**src/rtl/conv_net_top.sv**
```systemverilog
// Streaming 3x3 valid-padding convolution: two row delays feed a 3x3 window,
// then a registered multiply stage and a registered adder-tree stage.
module conv_tap (
  input  logic               clk,
  input  logic signed [7:0]  w,
  input  logic [7:0]         pix,
  output logic signed [16:0] prod
);
  always_ff @(posedge clk)
    prod <= w * $signed({1'b0, pix});
endmodule

module conv_net_top #(
  parameter int          IMG_W  = 8,
  parameter int          IMG_H  = 8,
  parameter logic [71:0] KERNEL = 72'h010101010101010101,
  parameter int          ACC_W  = 20
) (
  input  logic                    clk,
  input  logic                    rst,
  input  logic [7:0]              d_in,
  input  logic                    conv_start,
  output logic signed [ACC_W-1:0] d_out,
  output logic                    d_out_valid,
  output logic                    frame_done
);
  localparam int CW = (IMG_W > 1) ? $clog2(IMG_W) : 1;
  localparam int RW = (IMG_H > 1) ? $clog2(IMG_H) : 1;
  localparam logic [CW-1:0] COL_LAST = CW'(IMG_W - 1);
  localparam logic [RW-1:0] ROW_LAST = RW'(IMG_H - 1);
  localparam logic [CW-1:0] COL_TWO  = CW'(2);
  localparam logic [RW-1:0] ROW_TWO  = RW'(2);

  logic [CW-1:0] col;
  logic [RW-1:0] row;
  logic [IMG_W-1:0][7:0] lb1, lb2;
  logic [2:0][2:0][7:0]  win;        // win[i][j]: i = window row, j = window col
  logic [2:0] vld_pipe, eof_pipe;
  logic signed [16:0]      prod [9];
  logic signed [ACC_W-1:0] sum;

  // Row delays and window only move on accept; no reset needed because
  // row/col gating keeps stale contents out of any emitted result.
  always_ff @(posedge clk) begin
    if (!rst && conv_start) begin
      lb1 <= {lb1[IMG_W-2:0], d_in};
      lb2 <= {lb2[IMG_W-2:0], lb1[IMG_W-1]};
      for (int i = 0; i < 3; i++) begin
        win[i][0] <= win[i][1];
        win[i][1] <= win[i][2];
      end
      win[0][2] <= lb2[IMG_W-1];
      win[1][2] <= lb1[IMG_W-1];
      win[2][2] <= d_in;
    end
  end

  always_ff @(posedge clk) begin
    if (rst) begin
      col      <= '0;
      row      <= '0;
      vld_pipe <= '0;
      eof_pipe <= '0;
    end else begin
      vld_pipe[0] <= conv_start && (row >= ROW_TWO) && (col >= COL_TWO);
      eof_pipe[0] <= conv_start && (row == ROW_LAST) && (col == COL_LAST);
      vld_pipe[2:1] <= vld_pipe[1:0];
      eof_pipe[2:1] <= eof_pipe[1:0];
      if (conv_start) begin
        if (col == COL_LAST) begin
          col <= '0;
          row <= (row == ROW_LAST) ? '0 : row + RW'(1);
        end else begin
          col <= col + CW'(1);
        end
      end
    end
  end

  for (genvar k = 0; k < 9; k++) begin : g_tap
    conv_tap u_tap (
      .clk  (clk),
      .w    ($signed(KERNEL[8*k +: 8])),
      .pix  (win[k/3][k%3]),
      .prod (prod[k])
    );
  end

  always_comb begin
    sum = '0;
    for (int k = 0; k < 9; k++)
      sum = sum + ACC_W'(prod[k]);
  end

  always_ff @(posedge clk) begin
    if (rst) begin
      d_out <= '0;
    end else if (vld_pipe[1]) begin
      d_out <= sum;
    end
  end

  assign d_out_valid = vld_pipe[2];
  assign frame_done  = eof_pipe[2];
endmodule

```
**config.mk**
```make
export PLATFORM = sky130hd
export DESIGN_NAME = conv_net_top
export DESIGN_NICKNAME = d
export VERILOG_FILES = /design/src/rtl/conv_net_top.sv
export SDC_FILE = /design/constraint.sdc
export NUM_CORES = 1
export LEC_CHECK = 0
export CORE_ASPECT_RATIO = 1.75
export CORE_MARGIN = 3
export CORE_UTILIZATION = 32
export CTS_CLUSTER_DIAMETER = 120
export CTS_CLUSTER_SIZE = 28
export DETAILED_ROUTE_END_ITERATION = 6
export PLACE_DENSITY = 0.45
export SKIP_CTS_REPAIR_TIMING = 1
export SKIP_LAST_GASP = 1
export SLEW_MARGIN = 10
export SYNTH_ARGS = -nofsm -noshare
export SYNTH_HDL_FRONTEND = slang
export SYNTH_SLANG_ARGS = --single-unit
```
**constraint.sdc**
```tcl
create_clock -name clk -period 30 [get_ports clk]
set_clock_uncertainty 0.1 [all_clocks]
set_input_delay 6 -clock clk [delete_from_list [all_inputs] [get_ports clk]]
set_output_delay 6 -clock clk [all_outputs]
set_load 0.02 [all_outputs]
```
==> flow_summary.json, run 1 <==
{
  "status": "finished clean",
  "cp-start-kind": "input port",
  "synth-main-ff-cell": "edfxtp_1",
  "htreeDepth": 1,
  "post-route-period-util": 0.2854,
  "dieArea_um2": 29520,
  "placementRows": 79,
  "cts_inserted_buffers": 12,
  "grt_max_degree": 79,
  "timing.final.crit_period_ns": 8.561,
  "die_w_um": 131.2,
  "vias": 3727,
  "fin_util": 0.3664,
  "io_pins": 33,
  "start_util": 0.3275,
  "final_common_cell": "edfxtp_1",
  "power-per-cell-area_nw_per_um2": 72.06,
  "antenna_found_initial": 0,
  "ys_ff_latch": 248,
  "finalSetupViolations": 0,
  "vias_per_cell": 4.073,
  "drtPass1Iterations": 4,
  "drt_wl_total_um": 12310,
  "antenna_cells": 0,
  "clk_path_buf_depth": 3,
  "p_leak_nw": 3.758,
  "core-area_um2": 26790,
  "routedWlPerCell_um": 13.45,
  "cts.sinks": 248,
  "clk_pin_slew_ns": 0.10,
  "antenna_left": 0,
  "ir_worst_vdd_v": 0.00002945,
  "drc": 0,
  "syn_avg_cell_area_um2": 17.17,
  "synth-edff-count": 152,
  "final_cell_mix": "edfxtp_1 (152), dfxtp_1 (96), inv_1 (88)",
  "yosys.cell_types.count": 41,
  "ys.warnings.count": 0,
  "grt_pass1_wl_um": 20400,
  "gp_congestion": 0.6848,
  "fmax_mhz": 116.8,
  "seq_area_frac_synth": 0.7393,
  "grt-ovfl-total": 0,
  "grt_use_total": 0.08501,
  "cp.arrival_ns": 8.57,
  "crit_fanout": 78,
  "synth_area_leader_cell": "edfxtp_1",
  "cp-end-kind": "register",
  "drt_iter0_markers": 233,
  "grt_pass1_vias": 3935,
  "synth_area_leaders": "edfxtp_1 (52%), dfxtp_1 (22%), fa_1 (12%), inv_1 (3.8%), ha_1 (2.4%)",
  "cts-root-buf": "clkbuf_16",
  "postSynth.asyncResetShare": 0,
  "hpwl_um": 7873,
  "fp.dieH_um": 225.0,
  "io_buffers": 24,
  "netlist_instances": 511,
  "min_path_type": "register to register",
  "rsz0062_at_grt": "false",
  "slew_violations": 0,
  "setup_tns_ns": 0,
  "synth_area_um2": 8773,
  "synth_top_area_frac": 0.5203,
  "max_cap_violations": 0,
  "slew_headroom": 0.3300,
  "tightest_slew_ns": 1.005,
  "layout-drive-gt1-share": 0.04537,
  "cp_data_required_time_ns": 30.01,
  "worstSetupPathType": "input port to register",
  "clk_latency_ns": 0.48,
  "cts_tree": "yes",
  "nets": 627,
  "syn2layout_area_growth_pct": 11.87,
  "hold_violations": 0
}
## registers in the layout, indices dropped and copies added (netlist names)
name,count
col,3
d_out,12
eof_pipe,3
g_tap.u_tap.prod,72
lb1,40
lb2,40
row,3
vld_pipe,3
win,72
## report_power, final
group / leakage, nW / switching [W] / internal, W
clock network: 0.180 / 0.0000998 / 0.0000866
registers: 2.23 / 0.00000430 / 0.000373
logic: 1.35 / 0.0000841 / 0.0000590
total: 3.76 / 0.000188 / 0.000519
## cell type report
type	instances	area [µm²]
clock buffer	20	372.9
fill	2485	16970
inverter	88	330.3
multi-input combinational	168	1907
sequential	248	6486
tap	364	455.4
timing repair buffer	27	262.8
## routing by layer
layer,track usage,wire [µm],up-vias
li1,-,-,1754
met1,0.1088,5456,1897
met2,0.1413,6084,58
met3,0.01698,468,18
met4,0.03730,298,0
met5,0,0,-
## worst max-delay path, stage by stage
cell and delay, ns:
clkdlybuf4s50_1 0.63, nor2b_4 0.19, buf_4 0.72, buf_4 0.86
## path summary, 6_finish.rpt
kind                                                     start                              to  slack [ns]  cells after the start
worst min register to register                win[0]$_DFFE_PP_  g_tap[0].u_tap.prod[0]$_DFF_P_        0.26                      0
worst max register to register  g_tap[0].u_tap.prod[2]$_DFF_P_          d_out[10]$_SDFFE_PP0P_       25.59                     12
worst max-delay path                                conv_start                win[9]$_DFFE_PP_       21.44                      4
worst min-delay path                          win[0]$_DFFE_PP_  g_tap[0].u_tap.prod[0]$_DFF_P_        0.26                      0
## Yosys cell counts, types with 2 or more instances
cell type  instances
clkbuf_1           5
a21oi_1            8
o21a_1             3
nor2b_1            5
mux2i_1            6
inv_1             88
fa_1              54
a21o_1             2
nor2_1            15
a211o_2            2
nand3_1            3
ha_1              17
nand2b_1           2
and3_1             2
nor3b_1            3
o21ai_0            3
buf_4              8
edfxtp_1         152
a211oi_1           4
dfxtp_1           96
a211o_1            5
nand2_1            7
nor3_1             3
## stage by stage
| step | setup slack (ns) | power (W) | hold WS, ns | cell area [µm²] | std cells |
|---|---|---|---|---|---|
| floorplan | 15.76 | 0.0004968 | 0.2233 | 8800 | 518 |
| global placement | 21.07 | 0.0005305 | 0.2254 | 9442 | 895 |
| detailed placement | 20.89 | 0.0005323 | 0.2288 | 9442 | 895 |
| CTS | 21.45 | 0.0007238 | 0.2572 | 9814 | 915 |
| global route | 21.28 | 0.0007542 | 0.2690 | 9814 | 915 |
| finish | 21.44 | 0.0007073 | 0.2551 | 9814 | 915 |
## logic make-up (layout without fill, tap and decap cells)
kind of cell    Yosys count  after routing  share of synthesized area
flops                   248            248                     0.7393
xor+xnor                  1              1                  0.0009985
buf+inv                 102            135                    0.04721
simple gates             44             44                    0.02496
fa+ha+maj                71             71                     0.1475
other cells               1              8                  0.0004274
mux                       6              6                   0.006846
compound gates           38             38                    0.03280
Note: power is estimated with default switching activity, not from simulation.
==> run 2: changes to the inputs <==
clock period = 8.5 ns   (was 30 ns; I/O delays follow)
==> run 2 against run 1 <==
  * Clock power increased to 3.5 times the previous value
  * Final area about the same
  * First-iteration DRC count up 52%
  * Worst hold slack got worse by 0.0086 ns
  * Wire length shrank 2.5%
  * Combinational power rose to 3.5 times the previous value
  * Critical path type is now register to register
  * Largest cell class unchanged
  * Highest routed layer unchanged
==> flow_summary.json, run 2 (synthesis results as in run 1) <==
{
  "clk_pin_slew_ns": 0.11,
  "clk_latency_ns": 0.48,
  "cp-start-kind": "register",
  "timing.final.crit_period_ns": 4.324,
  "cp_data_required_time_ns": 8.78,
  "grt-ovfl-total": 0,
  "hold_slack_ns": 0.2465,
  "syn2layout_area_growth_pct": 11.88,
  "hpwl_um": 7815,
  "dieArea_um2": 29520,
  "status": "finished clean",
  "min_path_type": "register to register",
  "io_buffers": 24,
  "setup.worst_path.start": "g_tap[0].u_tap.prod[2]$_DFF_P_",
  "grt_pass1_wl_um": 20260,
  "antenna_left": 0,
  "layout-drive-gt1-share": 0.04372,
  "seqCellArea_um2": 6486,
  "hold_violations": 0,
  "grt_use_total": 0.08290,
  "start_util": 0.3275,
  "finalSetupViolations": 0,
  "post-route-period-util": 0.5087,
  "reg_top3": "g_tap.u_tap.prod (72), win (72)",
  "cts.sinks": 248,
  "cts_inserted_buffers": 12,
  "max_cap_violations": 0,
  "ir_worst_vdd_v": 0.0001129,
  "slew_headroom": 0.2628,
  "vias": 3759,
  "rr_startpoint": "g_tap[0].u_tap.prod[2]$_DFF_P_",
  "multi_input_area_um2": 1907,
  "cts_tree": "yes",
  "drt_iter0_markers": 355,
  "vias_per_cell": 4.117,
  "nFillCells": 2491,
  "drt_wl_total_um": 12000,
  "cp-end-kind": "register",
  "antenna_cells": 0,
  "die_w_um": 131.2,
  "drtPass1Iterations": 4,
  "core-area_um2": 26790,
  "nets": 626,
  "power-per-cell-area_nw_per_um2": 254.0,
  "placementRows": 79,
  "final_cell_mix": "edfxtp_1 (152), dfxtp_1 (96), inv_1 (88)",
  "htreeDepth": 1,
  "drc": 0,
  "slew_violations": 0,
  "antenna_found_initial": 0,
  "hold_depth": 0,
  "worstRegToRegCells": 12,
  "rsz0062_at_grt": "false",
  "worstHoldStart": "win[4]$_DFFE_PP_",
  "grt_max_degree": 115,
  "fp.dieH_um": 225.0,
  "final_common_cell": "edfxtp_1",
  "crit_fanout": 3,
  "cts-root-buf": "clkbuf_16",
  "cp.arrival_ns": 4.60,
  "gp_congestion": 0.7011,
  "tightest_slew_ns": 1.103,
  "p_leak_nw": 3.756,
  "worstSetupPathType": "register to register",
  "clk_path_buf_depth": 3,
  "routedWlPerCell_um": 13.14,
  "grt_pass1_vias": 3986,
  "fmax_mhz": 231.3,
  "io_pins": 33,
  "setup_tns_ns": 0
}
-- run 2: cell types whose count changed in the layout (fill, tap and decap cells not counted), sizes merged --
cell    before  now
buf          3    2
clkbuf      20   19
-- run 2: cell type report --
cell class / instances / area share
multi-input cells: 168 / 0.1943
flip-flops and latches: 248 / 0.6608
inverters: 88 / 0.03365
well taps: 364 / 0.04640
clock buffers: 19 / 0.03760
repair buffers: 26 / 0.02728
-- run 2: through the flow --
step	area (µm²)	worst slack (ns)	util	total power [W]	std cells
final	9816	4.176	0.3664	0.002493	913
after global routing	9816	3.964	0.3664	0.002659	913
after CTS	9816	4.140	0.3664	0.002552	913
after detailed placement	9447	4.016	0.3527	0.001876	894
after global placement	9447	4.132	0.3527	0.001868	894
after floorplan	8802	1.732	-	0.001750	518
-- run 2: where the power goes --
group	switching (W)	total, W	internal, W
combinational	0.000295	0.000504	0.000209
sequential	0.0000152	0.00133	0.00132
clock	0.000352	0.000656	0.000304
total	0.000663	0.00249	0.00183
-- run 2: path summary, 6_finish.rpt --
kind,endpoint,slack [ns]
max,d_out[10]$_SDFFE_PP0P_,4.18
min,g_tap[0].u_tap.prod[4]$_DFF_P_,0.25
max reg2reg,d_out[10]$_SDFFE_PP0P_,4.18
min reg2reg,g_tap[0].u_tap.prod[4]$_DFF_P_,0.25
-- run 2: worst max-delay path: stages, from the launching register on --
cell     delay, ns
dfxtp_1       0.33
inv_1         0.05
fa_1          0.53
inv_1         0.05
fa_1          0.50
fa_1          0.51
fa_1          0.52
ha_1          0.27
fa_1          0.43
a211o_2       0.37
a21oi_1       0.19
o21ai_0       0.11
a211o_1       0.27
-- run 2: per-layer routing --
layer / vias up / track usage / wire length (µm)
met5: - / 0 / 0
met4: 0 / 0.03459 / 404
met3: 20 / 0.01340 / 409
met2: 54 / 0.1389 / 5823
met1: 1927 / 0.1080 / 5361
li1: 1758 / - / -
